## config.mk

```make
export PLATFORM = sky130hd
export DESIGN_NAME = seq_pattern_detector_flat
export DESIGN_NICKNAME = d
export VERILOG_FILES = /design/src/rtl/seq_det_pkg.sv /design/src/rtl/seq_pattern_detector_if.sv /design/src/rtl/seq_window_cmp.sv /design/src/rtl/seq_pattern_detector.sv /design/src/flat_wrapper.sv
export SDC_FILE = /design/constraint.sdc
export NUM_CORES = 1
export LEC_CHECK = 0
export ABC_AREA = 1
export BUFFER_PORTS_ARGS = -buffer_cell sky130_fd_sc_hd__buf_2
export CAP_MARGIN = 10
export CORE_UTILIZATION = 40
export CTS_CLUSTER_SIZE = 10
export DETAILED_ROUTE_END_ITERATION = 10
export HOLD_SLACK_MARGIN = 0.02
export SKIP_LAST_GASP = 1
export SYNTH_ARGS = -nofsm -noshare
export SYNTH_HDL_FRONTEND = slang
export SYNTH_SLANG_ARGS = --single-unit
```

## constraint.sdc

```tcl
create_clock -name SYSCLK -period 5.65 [get_ports SYSCLK]
set_input_delay 0.565 -clock SYSCLK [delete_from_list [all_inputs] [get_ports SYSCLK]]
set_output_delay 0.565 -clock SYSCLK [all_outputs]
set_load 0.05 [all_outputs]
```

## src/rtl/seq_det_pkg.sv

```systemverilog
// Shared constants for the sequence pattern detector: mode encodings,
// FSM state codes and default widths.
package seq_det_pkg;

    localparam int DATA_W_DEF  = 4;
    localparam int PAT_LEN_DEF = 4;
    localparam int CNT_W_DEF   = 8;

    localparam logic [1:0] MODE_IDLE = 2'b00;
    localparam logic [1:0] MODE_LOAD = 2'b01;
    localparam logic [1:0] MODE_NOVL = 2'b10;
    localparam logic [1:0] MODE_OVL  = 2'b11;

    typedef logic [1:0] state_t;

    localparam state_t ST_IDLE = 2'b00;
    localparam state_t ST_LOAD = 2'b01;
    localparam state_t ST_DET  = 2'b10;

endpackage

```

## src/rtl/seq_pattern_detector_if.sv

```systemverilog
// CPU-side stimulus/result bundle of the sequence pattern detector.
interface seq_pattern_detector_if #(
    parameter int DATA_W = 4,
    parameter int CNT_W  = 8
);
    logic              IN_VALID;
    logic [1:0]        MODE;
    logic [DATA_W-1:0] DATA_IN;
    logic              PAT_READY;
    logic              OUT_VALID;
    logic [CNT_W-1:0]  MATCH_CNT;
    logic              BUSY;

    modport master (
        output IN_VALID, MODE, DATA_IN,
        input  PAT_READY, OUT_VALID, MATCH_CNT, BUSY
    );

    modport slave (
        input  IN_VALID, MODE, DATA_IN,
        output PAT_READY, OUT_VALID, MATCH_CNT, BUSY
    );
endinterface

```

## src/rtl/seq_window_cmp.sv

```systemverilog
// Sliding window over the valid nibble stream: history shift register,
// saturating fill counter and a PAT_LEN-wide compare against the pattern.
// o_hit is combinational for the current edge; the caller registers it.
module seq_window_cmp #(
    parameter int DATA_W  = 4,
    parameter int PAT_LEN = 4
) (
    input  logic                           i_clk,
    input  logic                           i_rst_n,
    input  logic                           i_shift_en,
    input  logic                           i_clear,
    input  logic                           i_novl,
    input  logic [DATA_W-1:0]              i_nibble,
    input  logic [PAT_LEN-1:0][DATA_W-1:0] i_pattern,
    output logic                           o_hit
);
    localparam int FW = $clog2(PAT_LEN + 1);

    // r_hist[0] is the newest nibble, r_hist[PAT_LEN-1] the oldest
    logic [PAT_LEN-1:0][DATA_W-1:0] r_hist;
    logic [PAT_LEN-1:0][DATA_W-1:0] w_hist_base;
    logic [PAT_LEN-1:0][DATA_W-1:0] w_shift_hist;
    logic [PAT_LEN-1:0][DATA_W-1:0] w_next_hist;
    logic [FW-1:0]                  r_fill;
    logic [FW-1:0]                  w_fill_base;
    logic [FW-1:0]                  w_fill_inc;
    logic [FW-1:0]                  w_next_fill;
    logic                           w_eq;
    logic                           w_hit;

    // Window update: a clear applies first so a nibble arriving on the
    // same edge starts a fresh sequence; the compare sees the shifted window.
    always_comb begin
        w_hist_base = i_clear ? {(PAT_LEN*DATA_W){1'b0}} : r_hist;
        w_fill_base = i_clear ? {FW{1'b0}} : r_fill;
        w_shift_hist[0] = i_nibble;
        for (int i = 1; i < PAT_LEN; i++) begin
            w_shift_hist[i] = w_hist_base[i-1];
        end
        w_fill_inc = (w_fill_base == FW'(PAT_LEN)) ? w_fill_base : (w_fill_base + FW'(1));
        w_eq = 1'b1;
        for (int k = 0; k < PAT_LEN; k++) begin
            w_eq = w_eq & (w_shift_hist[PAT_LEN-1-k] == i_pattern[k]);
        end
        w_hit = i_shift_en && w_eq && (w_fill_inc == FW'(PAT_LEN));
        if (i_shift_en) begin
            w_next_hist = w_shift_hist;
            w_next_fill = (w_hit && i_novl) ? {FW{1'b0}} : w_fill_inc;
        end else begin
            w_next_hist = w_hist_base;
            w_next_fill = w_fill_base;
        end
    end

    // History and fill counter registers
    always_ff @(posedge i_clk or negedge i_rst_n) begin
        if (!i_rst_n) begin
            r_hist <= {(PAT_LEN*DATA_W){1'b0}};
            r_fill <= {FW{1'b0}};
        end else begin
            r_hist <= w_next_hist;
            r_fill <= w_next_fill;
        end
    end

    assign o_hit = w_hit;

endmodule

```

## src/rtl/seq_pattern_detector.sv

```systemverilog
// Programmable 4-nibble sequence detector: LOAD captures the target
// pattern, DETECT modes scan the valid stream (overlapping or not),
// each hit gives a one-cycle OUT_VALID pulse and bumps a saturating count.
module seq_pattern_detector
    import seq_det_pkg::*;
#(
    parameter int DATA_W  = DATA_W_DEF,
    parameter int PAT_LEN = PAT_LEN_DEF,
    parameter int CNT_W   = CNT_W_DEF
) (
    input logic               SYSCLK,
    input logic               RST_B,
    seq_pattern_detector_if.slave bus
);
    localparam int LW = $clog2(PAT_LEN + 1);

    state_t                         r_state;
    logic [1:0]                     r_mode_prev;
    logic [PAT_LEN-1:0][DATA_W-1:0] r_pattern;
    logic [LW-1:0]                  r_load_cnt;
    logic                           r_pat_ready;
    logic                           r_out_valid;
    logic [CNT_W-1:0]               r_match_cnt;
    logic                           r_busy;

    state_t                         w_next_state;
    logic                           w_mode_chg;
    logic                           w_load_entry;
    logic [LW-1:0]                  w_load_base;
    logic                           w_ready_base;
    logic [LW-1:0]                  w_next_load_cnt;
    logic                           w_next_ready;
    logic [PAT_LEN-1:0][DATA_W-1:0] w_next_pattern;
    logic [CNT_W-1:0]               w_cnt_base;
    logic [CNT_W-1:0]               w_next_cnt;
    logic                           w_next_busy;
    logic                           w_shift_en;
    logic                           w_novl;
    logic                           w_hit;

    // Next state follows the sampled MODE directly
    always_comb begin
        case (bus.MODE)
            MODE_IDLE: w_next_state = ST_IDLE;
            MODE_LOAD: w_next_state = ST_LOAD;
            MODE_NOVL: w_next_state = ST_DET;
            MODE_OVL:  w_next_state = ST_DET;
            default:   w_next_state = ST_IDLE;
        endcase
    end

    assign w_mode_chg   = (bus.MODE != r_mode_prev);
    assign w_load_entry = (w_next_state == ST_LOAD) && w_mode_chg;
    assign w_shift_en   = (w_next_state == ST_DET) && r_pat_ready && bus.IN_VALID;
    assign w_novl       = (bus.MODE == MODE_NOVL);

    // Pattern capture: entry restarts the load, a nibble on the entry edge
    // already counts as element 0, nibbles after a full pattern are dropped
    always_comb begin
        w_load_base  = w_load_entry ? {LW{1'b0}} : r_load_cnt;
        w_ready_base = w_load_entry ? 1'b0 : r_pat_ready;
        if ((w_next_state == ST_LOAD) && bus.IN_VALID && !w_ready_base) begin
            for (int k = 0; k < PAT_LEN; k++) begin
                w_next_pattern[k] = (w_load_base == LW'(k)) ? bus.DATA_IN : r_pattern[k];
            end
            w_next_load_cnt = w_load_base + LW'(1);
            w_next_ready    = (w_load_base == LW'(PAT_LEN - 1));
        end else begin
            w_next_pattern  = r_pattern;
            w_next_load_cnt = w_load_base;
            w_next_ready    = w_ready_base;
        end
    end

    // Saturating hit counter, cleared on LOAD entry
    always_comb begin
        w_cnt_base = w_load_entry ? {CNT_W{1'b0}} : r_match_cnt;
        if (w_hit && (w_cnt_base != {CNT_W{1'b1}})) begin
            w_next_cnt = w_cnt_base + CNT_W'(1);
        end else begin
            w_next_cnt = w_cnt_base;
        end
    end

    // BUSY reflects a partially captured pattern after this edge
    always_comb begin
        if ((w_next_state == ST_LOAD) && (w_next_load_cnt != {LW{1'b0}}) && !w_next_ready) begin
            w_next_busy = 1'b1;
        end else begin
            w_next_busy = 1'b0;
        end
    end

    // Any mode change flushes the window; hits only occur in DET
    seq_window_cmp #(
        .DATA_W  (DATA_W),
        .PAT_LEN (PAT_LEN)
    ) u_window (
        .i_clk      (SYSCLK),
        .i_rst_n    (RST_B),
        .i_shift_en (w_shift_en),
        .i_clear    (w_mode_chg),
        .i_novl     (w_novl),
        .i_nibble   (bus.DATA_IN),
        .i_pattern  (r_pattern),
        .o_hit      (w_hit)
    );

    // State, pattern and output registers
    always_ff @(posedge SYSCLK or negedge RST_B) begin
        if (!RST_B) begin
            r_state     <= ST_IDLE;
            r_mode_prev <= MODE_IDLE;
            r_pattern   <= {(PAT_LEN*DATA_W){1'b0}};
            r_load_cnt  <= {LW{1'b0}};
            r_pat_ready <= 1'b0;
            r_out_valid <= 1'b0;
            r_match_cnt <= {CNT_W{1'b0}};
            r_busy      <= 1'b0;
        end else begin
            r_state     <= w_next_state;
            r_mode_prev <= bus.MODE;
            r_pattern   <= w_next_pattern;
            r_load_cnt  <= w_next_load_cnt;
            r_pat_ready <= w_next_ready;
            r_out_valid <= w_hit;
            r_match_cnt <= w_next_cnt;
            r_busy      <= w_next_busy;
        end
    end

    assign bus.PAT_READY = r_pat_ready;
    assign bus.OUT_VALID = r_out_valid;
    assign bus.MATCH_CNT = r_match_cnt;
    assign bus.BUSY      = r_busy;

endmodule
```

## src/flat_wrapper.sv

```systemverilog
// flat-port wrapper written by rule: the top's interface ports become plain ports
module seq_pattern_detector_flat import seq_det_pkg::*;
#(
    parameter int DATA_W  = DATA_W_DEF,
    parameter int PAT_LEN = PAT_LEN_DEF,
    parameter int CNT_W   = CNT_W_DEF
)
  (SYSCLK, RST_B, bus_IN_VALID, bus_MODE, bus_DATA_IN, bus_PAT_READY, bus_OUT_VALID, bus_MATCH_CNT, bus_BUSY);
  seq_pattern_detector_if #(.DATA_W(DATA_W), .CNT_W(CNT_W)) bus_i ();
  input logic SYSCLK;
  input logic RST_B;
  input wire logic [$bits(bus_i.IN_VALID)-1:0] bus_IN_VALID;
  input wire logic [$bits(bus_i.MODE)-1:0] bus_MODE;
  input wire logic [$bits(bus_i.DATA_IN)-1:0] bus_DATA_IN;
  output wire logic [$bits(bus_i.PAT_READY)-1:0] bus_PAT_READY;
  output wire logic [$bits(bus_i.OUT_VALID)-1:0] bus_OUT_VALID;
  output wire logic [$bits(bus_i.MATCH_CNT)-1:0] bus_MATCH_CNT;
  output wire logic [$bits(bus_i.BUSY)-1:0] bus_BUSY;
  assign bus_i.IN_VALID = bus_IN_VALID;
  assign bus_i.MODE = bus_MODE;
  assign bus_i.DATA_IN = bus_DATA_IN;
  assign bus_PAT_READY = bus_i.PAT_READY;
  assign bus_OUT_VALID = bus_i.OUT_VALID;
  assign bus_MATCH_CNT = bus_i.MATCH_CNT;
  assign bus_BUSY = bus_i.BUSY;
  seq_pattern_detector #(.DATA_W(DATA_W), .PAT_LEN(PAT_LEN), .CNT_W(CNT_W)) u_core (.SYSCLK(SYSCLK), .RST_B(RST_B), .bus(bus_i));
endmodule
```

==> run metrics, run 1 <==
CP top delay family=simple AND/OR/NAND/NOR gates; Reg clk slew, reported paths=90 ps; Synth Area in XOR/XNOR=1.21%; Post-Syn Instances=385; I/O Pins=20; largest family of logic cells by synthesized area=simple AND/OR/NAND/NOR gates; flops & latches, synth=47; max-capacitance violation count=0; 1st-iter DRT viols=109; # setup viols final=0; PortBufs=19; Clock Skew=8.71 ps; FFs w/ async S/R, synth=100%; Tmin final=2820 ps; HPWL Detailed=4240 microns; vias in the first global route=2068; Hold Buf Count CTS=0; Die Y=85.4 microns; H-Tree Depth=2; Design Area, Final=0.00300 sq mm; postcts setup bufs=0; All-Layer GR Usage=16.5%; Hold Fails Final Rpt=0; Core Area=0.00676 sq mm; via count=2349; final period utilization=50.0%; RSZ-0062 raised after global routing=false; leakage=1.64 nW; Setup crit end kind=register; top_reg_cell synth=dfrtp_1; Distinct cells, synth=26; worst path cell trace=xnor2_2 > nand2_4 > nor2_1 > inv_1 > ha_1 > a21oi_1 > nand2_1 > nor2_1 > nand3_1 > nor2_1 > nand2_1 > nor2_2 > nand2_1 > xor2_1; Total Wirelength=5790 microns; Num CTS Buffers=5; Pwr Density=279 mW/mm^2; router iterations before antenna repair=4; yosys synthesis warning count=0; share of layout cells above drive strength 1=13.3%; Clock Latency Late Sink=300 ps; max-slew violation count=0; Area growth syn-to-layout=7.92%; critical path arrival=3010 ps; Slew HR=28.6%; Setup CP Type=reg -> reg; worst-margin pin slew=1070 ps; Post-synth EDFFs=0; nature of the critical path startpoint=register; top cells by count, synth=136 x nand2_1, 50 x inv_1, 47 x dfrtp_1; critical path required time=5840 ps; CP max FO=12; Largest stage delay, worst path=430 ps; synth top area cells=dfrtp_1 42%, nand2_1 18%, inv_1 6.7%; Post-Synth Simple-Gate Area=36.1%; clk root buf=clkbuf_8; Crit-path slowest cell=dfrtp_1; Buf/Inv on CP=1; Mapped Nets=402; Final nets=421; multiplexer share of the synthesized area=0%; Die Wd=85.4 microns; vias per inst=4.84; Synth Area in Compound Gates=6.66%; DR DRC count=0; Area after DPL=0.00291 sq mm; post-CTS sizing=0; Synth Cell Area=0.00278 sq mm; drt wl/cell=11.9 microns; first-pass GRT wire length=9530 microns; outcome=finished clean; Starting Density=41.2%; Mean Syn Cell Area=7.22 sq um; largest net degree at the start of global routing=48; GP Congestion=0.787; FP Rows=30; Final ANT Viol Nets=0; peak supply drop=0.193 mV; Final Util=44.4%; maximum clock rate=354 MHz; count leader, synth=nand2_1; maximum clock insertion buffer count=2; share of the synthesized area in the top cell type=42.3%; Sink Count=47; CTS tree=yes; n_diodes=0; post-synthesis adder-cell area fraction=3.60%; hold crit path type=in -> reg; GRT overflow=0; Setup TNS=0 ps; Seq/Total Area, Yosys=42.3%; die footprint=0.00729 sq mm; Synth area leader=dfrtp_1; initial antenna violation count=0
==> routing by layer <==
metal  up-vias  part of all wire (%)  GRT usage [%]
li1       1251                     -              -
met3         2                   2.8           2.92
met2        34                    47           27.1
met4         0                  0.31           3.18
met5         -                     0              0
met1      1062                    50           23.2
==> stage by stage <==
| stage | worst slack [ps] | total power [mW] | cells | hold WS, ps |
|---|---|---|---|---|
| after floorplan | 3180 | 0.576 | 385 | 269 |
| after global placement | 2590 | 0.627 | 477 | 489 |
| after detailed placement | 2500 | 0.633 | 477 | 499 |
| after CTS | 2780 | 0.849 | 485 | 430 |
| after global routing | 2540 | 0.899 | 485 | 428 |
| final | 2830 | 0.836 | 485 | 443 |
==> registers in the layout, indices dropped and copies added, names as in the netlist <==
name and cells:
u_core.bus.BUSY 1, u_core.u_window.r_hist 12, u_core.bus.OUT_VALID 1, u_core.bus.PAT_READY 1, u_core.r_load_cnt 3, u_core.r_pattern 16, u_core.bus.MATCH_CNT 8, u_core.r_mode_prev 2
u_core.u_window.r_fill 3
==> layout make-up <==
type | instances | area [sq um]
fill | 703 | 3750
multi-input combinational | 275 | 1320
sequential | 47 | 1180
inverter | 55 | 208
timing repair buffer | 20 | 103
tap | 80 | 100
clock buffer | 5 | 68.8
clock inverter | 3 | 22.5
==> report_power, final <==
| part | switching [mW] | internal (mW) | leakage, nW | total [mW] |
|---|---|---|---|---|
| logic | 0.131 | 0.0696 | 0.979 | 0.200 |
| registers | 0.0410 | 0.384 | 0.617 | 0.425 |
| clock network | 0.122 | 0.0889 | 0.0485 | 0.211 |
| total | 0.294 | 0.543 | 1.64 | 0.836 |
==> worst register-to-register path: stages, from the launching register on <==
cell and delay [ps]:
dfrtp_1 430, xnor2_2 410, nand2_4 100, nor2_1 150
inv_1 70, ha_1 300, a21oi_1 140, nand2_1 60
nor2_1 160, nand3_1 90, nor2_1 90, nand2_1 70
nor2_2 340, nand2_1 140, xor2_1 170
==> cells in the final DEF (no fill, tap or decap), types with 2 or more instances in the layout <==
cell type	netlist	layout
clkbuf_8	1	5
dfrtp_1	47	47
o21ai_0	30	30
xor2_1	2	2
clkinv_2	1	2
nand4_1	14	14
buf_2	0	19
nand2_2	8	8
nand3_2	2	2
nor2_1	21	21
nand2_1	136	136
inv_2	4	4
o21ai_1	3	3
ha_1	8	8
inv_1	50	50
nor2_2	9	9
nand3_1	34	34
nand3b_1	2	2
==> final timing paths <==
kind / end / from / slack [ps] / cells after the start
setup / recovery: u_core.bus.MATCH_CNT[0] / u_core.r_mode_prev[0] / 2830 / 14
hold / removal: u_core.r_mode_prev[0] / bus_MODE[0] / 440 / 1
setup reg to reg: u_core.bus.MATCH_CNT[0] / u_core.r_mode_prev[0] / 2830 / 14
hold reg to reg: u_core.r_pattern[8] / u_core.r_pattern[8] / 520 / 2
max in group asynchronous: u_core.u_window.r_hist[10] / RST_B / 4530 / 1
min in group asynchronous: u_core.bus.OUT_VALID / RST_B / 450 / 1
==> cell families (layout without fill, tap and decap cells) <==
group,after synthesis,after routing
buffers and inverters,63,83
AOI/OAI and AO/OA,36,36
DFF,47,47
adders and majority gates,8,8
and+or+nand+nor,228,228
xor gates and xnor gates,3,3
Note: power is estimated with default switching activity, not from simulation.
==> run 2: changes to the inputs <==
- clock period: 5.65 -> 2.4 ns (I/O delays scaled with it)
==> run metrics, run 2 (synthesis results as in run 1) <==
Starting Density=41.2% (unchanged); Core Area=0.00676 sq mm (unchanged); worst-margin pin slew=608 ps (was 1070 ps); Die Wd=85.4 microns (unchanged); FP Rows=30 (unchanged); commonest non-fill, non-tap cell in the layout=nand2_1 (unchanged); critical path arrival=2410 ps (was 3010 ps); vias per inst=4.86 (was 4.84); largest net degree at the start of global routing=48 (unchanged); Final nets=431 (was 421); Area growth syn-to-layout=12.5% (was 7.92%); Largest register FFs=16 (unchanged); maximum clock rate=449 MHz (was 354 MHz); Hold Buf Count CTS=0 (unchanged); leakage=1.71 nW (was 1.64 nW); max-capacitance violation count=0 (unchanged); Setup crit end kind=register (unchanged); Clock Skew=8.77 ps (was 8.71 ps); I/O Pins=20 (unchanged); die footprint=0.00729 sq mm (unchanged); Sink Count=47 (unchanged); Reg clk slew, reported paths=90 ps (about the same); Reg2Reg Launch Point=u_core.r_mode_prev[0] (unchanged); H-Tree Depth=2 (unchanged); GRT overflow=0 (unchanged); clk root buf=clkbuf_8 (unchanged); nature of the critical path startpoint=register (unchanged); n_diodes=0 (unchanged); CTS tree=yes (unchanged); Hold Fails Final Rpt=0 (unchanged); Biggest register=u_core.r_pattern (unchanged); GP Congestion=0.776 (was 0.787); share of layout cells above drive strength 1=17.1% (was 13.3%); Num CTS Buffers=5 (unchanged); router iterations before antenna repair=4 (unchanged); final period utilization=92.7% (was 50.0%); outcome=finished clean (unchanged); Setup crit start=u_core.r_mode_prev[0] (unchanged); Design Area, Final=0.00313 sq mm (was 0.00300 sq mm); Setup TNS=0 ps (unchanged); multi-input logic area=0.00138 sq mm (was 0.00132 sq mm); max-slew violation count=0 (unchanged); HPWL Detailed=4380 microns (was 4240 microns); Setup CP Type=reg -> reg (unchanged); Final Util=46.3% (was 44.4%); vias in the first global route=2186 (was 2068); All-Layer GR Usage=17.8% (was 16.5%); Slew HR=59.5% (was 28.6%); # fillers=705 (was 703); Pwr Total=1.97 mW (was 0.836 mW); peak supply drop=0.276 mV (was 0.193 mV); maximum clock insertion buffer count=2 (unchanged); hold crit path type=in -> async (was in -> reg); Tmin final=2230 ps (was 2820 ps); RSZ-0062 raised after global routing=true (was false); most frequent cells in the layout=136 x nand2_1, 49 x inv_1, 47 x dfrtp_1 (was 136 x nand2_1, 50 x inv_1, 47 x dfrtp_1); critical path required time=2590 ps (was 5840 ps); Pwr Density=631 mW/mm^2 (was 279 mW/mm^2); initial antenna violation count=0 (unchanged); drt wl/cell=12.1 microns (was 11.9 microns); Final ANT Viol Nets=0 (unchanged); DR DRC count=0 (unchanged); 1st-iter DRT viols=120 (was 109); via count=2407 (was 2349); CP max FO=6 (was 12); PortBufs=19 (unchanged); first-pass GRT wire length=10300 microns (was 9530 microns); Die Y=85.4 microns (unchanged); # setup viols final=0 (unchanged); Area after DPL=0.00297 sq mm (was 0.00291 sq mm); Clock Latency Late Sink=300 ps (about the same); Total Wirelength=6010 microns (was 5790 microns); Seq. cell area=0.00118 sq mm (unchanged)
## run 2: final cells by class
class,count,share of cell area [%]
Sequential cell,47,37.6
Timing Repair Buffer,30,5.80
Tap cell,80,3.20
Multi-Input combinational cell,275,44.0
Inverter,55,6.64
Clock inverter,2,0.400
Clock buffer,6,2.32
## run 2: metrics by stage
step	hold slack [ps]	setup slack [ps]	cells
after global placement	380	63.1	485
after CTS	52.6	11.0	493
after floorplan	-55.6	101	385
final	25.0	175	495
after global routing	75.5	-91.6	495
after detailed placement	383	-36.1	485
## run 2: repair_timing
action / CTS / global route
setup buffers: 0 / 1
gates resized for setup: 1 / 15
pin swaps: 0 / 4
endpoints found under the setup margin: 4 / 10
cloned: 0 / 1
## run 2: final timing paths
kind,endpoint,slack [ps],depth (start not counted)
hold reg to reg,u_core.r_pattern[0],520,2
setup reg to reg,u_core.bus.MATCH_CNT[0],170,15
min in group SYSCLK,u_core.r_mode_prev[1],120,1
max in group asynchronous,u_core.u_window.r_hist[10],1960,2
hold / removal,u_core.bus.MATCH_CNT[1],30,2
setup / recovery,u_core.bus.MATCH_CNT[0],170,15
## run 2: per-layer routing
metal | up-vias | GRT usage [%] | wire (microns)
met2 | 16 | 29.8 | 2960
met5 | - | 0 | 0
met1 | 1117 | 24.6 | 2900
met4 | 0 | 3.64 | 46
met3 | 6 | 2.63 | 107
li1 | 1268 | - | -
## run 2: where the power goes
part	internal, mW	switching (mW)	leakage [nW]	total (mW)
clock	0.204	0.276	0.0412	0.480
sequential	0.905	0.0958	0.617	1.00
combinational	0.175	0.316	1.05	0.491
total	1.28	0.688	1.71	1.97
## run 2: critical path: stages, from the launching register on
cell and delay [ps]:
dfrtp_1 430, xnor2_2 240, nand2_4 70, nor2_2 120, inv_2 60, ha_4 220
a21oi_2 100, nand2_1 70, nor2_2 110, nand3_1 80, nor2_1 80, nand2_1 80
nor2_4 110, buf_6 130, nand2_1 70, xor2_1 140
==> run 3: changes to the inputs <==
- GPL_TIMING_DRIVEN: unset -> 0
==> run metrics, run 3 (synthesis results as in run 1) <==
FP Rows=30 (unchanged); Slew HR=29.3% (was 59.5%); Int Power=1.29 mW (was 1.28 mW); DR DRC count=0 (unchanged); Largest register FFs=16 (unchanged); RSZ-0062 raised after global routing=true (unchanged); Clock Skew=5.74 ps (was 8.77 ps); Starting Density=41.2% (unchanged); Tmin final=2320 ps (was 2230 ps); vias in the first global route=2188 (was 2186); Total Wirelength=6430 microns (was 6010 microns); # fillers=711 (was 705); vias per inst=4.95 (was 4.86); peak supply drop=0.344 mV (was 0.276 mV); Gate power share=25.1% (was 24.9%); Setup crit end kind=register (unchanged); via count=2471 (was 2407); Area after DPL=0.00298 sq mm (was 0.00297 sq mm); Biggest register=u_core.r_pattern (unchanged); Net Switching=0.722 mW (was 0.688 mW); hold crit path type=in -> async (unchanged); R2R Setup Slk=80 ps (was 170 ps); clk root buf=clkbuf_8 (unchanged); gr busiest metal=met2 (unchanged); Sink Count=47 (unchanged); met3 usage=2.92% (was 2.63%); Die Y=85.4 microns (unchanged); critical path required time=2620 ps (was 2590 ps); # setup viols final=0 (unchanged); HPWL Detailed=4560 microns (was 4380 microns); PortBufs=19 (unchanged); commonest non-fill, non-tap cell in the layout=nand2_1 (unchanged); H-Tree Depth=2 (unchanged); drt wl/cell=12.9 microns (was 12.1 microns); n_diodes=0 (unchanged); sw frac=35.8% (was 34.9%); worst-margin pin slew=1060 ps (was 608 ps); router iterations before antenna repair=4 (unchanged); Reg clk slew, reported paths=100 ps (was 90 ps); Core Area=0.00676 sq mm (unchanged); maximum clock rate=431 MHz (was 449 MHz); All-Layer GR Usage=18.8% (was 17.8%); nature of the critical path startpoint=register (unchanged); Hold Buf Count CTS=0 (unchanged); largest net degree at the start of global routing=48 (unchanged); 1st-iter DRT viols=124 (was 120); share of layout cells above drive strength 1=19.1% (was 17.1%); outcome=finished clean (unchanged); Hold WS=109 ps (was 25.0 ps); GR Layer Usage met1=26.2% (was 24.6%); max-capacitance violation count=0 (unchanged); initial antenna violation count=0 (unchanged); leakage=1.73 nW (was 1.71 nW); maximum clock insertion buffer count=2 (unchanged); critical path arrival=2540 ps (was 2410 ps); max-slew violation count=0 (unchanged); Die Wd=85.4 microns (unchanged); GRT met2 Usage=31.4% (was 29.8%); Clock Latency Late Sink=310 ps (was 300 ps); Placed Cells=484 (was 485); Area growth syn-to-layout=15.2% (was 12.5%); clock network power share=25.0% (was 24.3%); Num CTS Buffers=5 (unchanged); CTS tree=yes (unchanged); Design Area, Final=0.00321 sq mm (was 0.00313 sq mm); Pwr Density=629 mW/mm^2 (was 631 mW/mm^2); final period utilization=96.6% (was 92.7%); Final ANT Viol Nets=0 (unchanged); I/O Pins=20 (unchanged); most frequent cells in the layout=134 x nand2_1, 47 x inv_1, 46 x dfrtp_1 (was 136 x nand2_1, 49 x inv_1, 47 x dfrtp_1); RR Endpoint=u_core.bus.MATCH_CNT[3] (was u_core.bus.MATCH_CNT[0]); GRT overflow=0 (unchanged); Reg2Reg Launch Point=u_core.r_mode_prev[0] (unchanged); first-pass GRT wire length=10800 microns (was 10300 microns); CP max FO=5 (was 6); die footprint=0.00729 sq mm (unchanged); Hold Fails Final Rpt=0 (unchanged); Setup CP Type=reg -> reg (unchanged); GP Congestion=0.772 (was 0.776); final std cells w/o fill=499 (was 495); Reg power frac=50.0% (was 50.8%); Reg2Reg Depth=16 (was 15); Final nets=435 (was 431)
-- run 3: per-layer routing --
| metal | wire length, microns | vias up |
|---|---|---|
| li1 | - | 1276 |
| met1 | 3100 | 1142 |
| met2 | 3070 | 48 |
| met3 | 208 | 5 |
| met4 | 47 | 0 |
| met5 | 0 | - |
-- run 3: power by group through the flow --
stage,Clock (mW),Sequential [mW],Combinational (mW)
detailed placement,0,1.02,0.483
finish,0.503,1.01,0.506
global placement,0,1.01,0.474
global route,0.554,1.02,0.585
CTS,0.524,1.00,0.501
floorplan,0,0.995,0.360
-- run 3: layout make-up --
class                   instances  area, sq um  area share, %
multi-input cells             275         1420           44.2
flip-flops and latches         47         1180           36.7
inverters                      55          208           6.48
repair buffers                 27          153           4.76
well taps                      80          100           3.12
clock buffers                   5         68.8           2.15
plain buffers                   7         62.6           1.95
clock inverters                 3         18.8          0.585
-- run 3: worst max-delay path by stage --
stage | startpoint | end | slack, ps | cells after the start
after floorplan | u_core.r_mode_prev[0] | u_core.bus.MATCH_CNT[7] | 100 | 16
after global placement | u_core.r_mode_prev[0] | u_core.u_window.r_fill[2] | -420 | 15
after detailed placement | u_core.r_mode_prev[0] | u_core.u_window.r_fill[2] | -480 | 15
after CTS | u_core.r_mode_prev[0] | u_core.bus.MATCH_CNT[7] | 2 | 18
after global routing | u_core.r_mode_prev[0] | u_core.bus.MATCH_CNT[4] | -120 | 15
final | u_core.r_mode_prev[0] | u_core.bus.MATCH_CNT[3] | 80 | 16
-- run 3: what timing repair did --
action | CTS | global route
gates cloned | 0 | 1
buffers inserted | 4 | 3
pin swaps | 4 | 12
endpoints found under the setup margin | 16 | 12
resized for setup | 9 | 14
-- run 3: through the flow --
stage | setup slack (ps) | power, mW | utilization, % | setup TNS [ps]
after floorplan | 101 | 1.36 | - | 0
after global placement | -425 | 1.49 | 44.1 | -3460
after detailed placement | -482 | 1.50 | 44.1 | -3830
after CTS | 1.69 | 2.03 | 46.5 | 0
after global routing | -120 | 2.16 | 47.4 | -712
final | 81.1 | 2.02 | 47.4 | 0
-- run 3: worst max-delay path, stage by stage, from the launching register on --
cell	delay (ps)
dfrtp_2	460
xnor2_4	170
nand2_4	90
nor2_4	120
inv_2	60
ha_4	250
a21oi_2	90
nand2_1	90
nor2_4	150
nand3_2	60
nor2_1	100
nand2_1	100
nor2_4	170
buf_6	140
nand4_1	70
nand2_1	70
inv_1	40
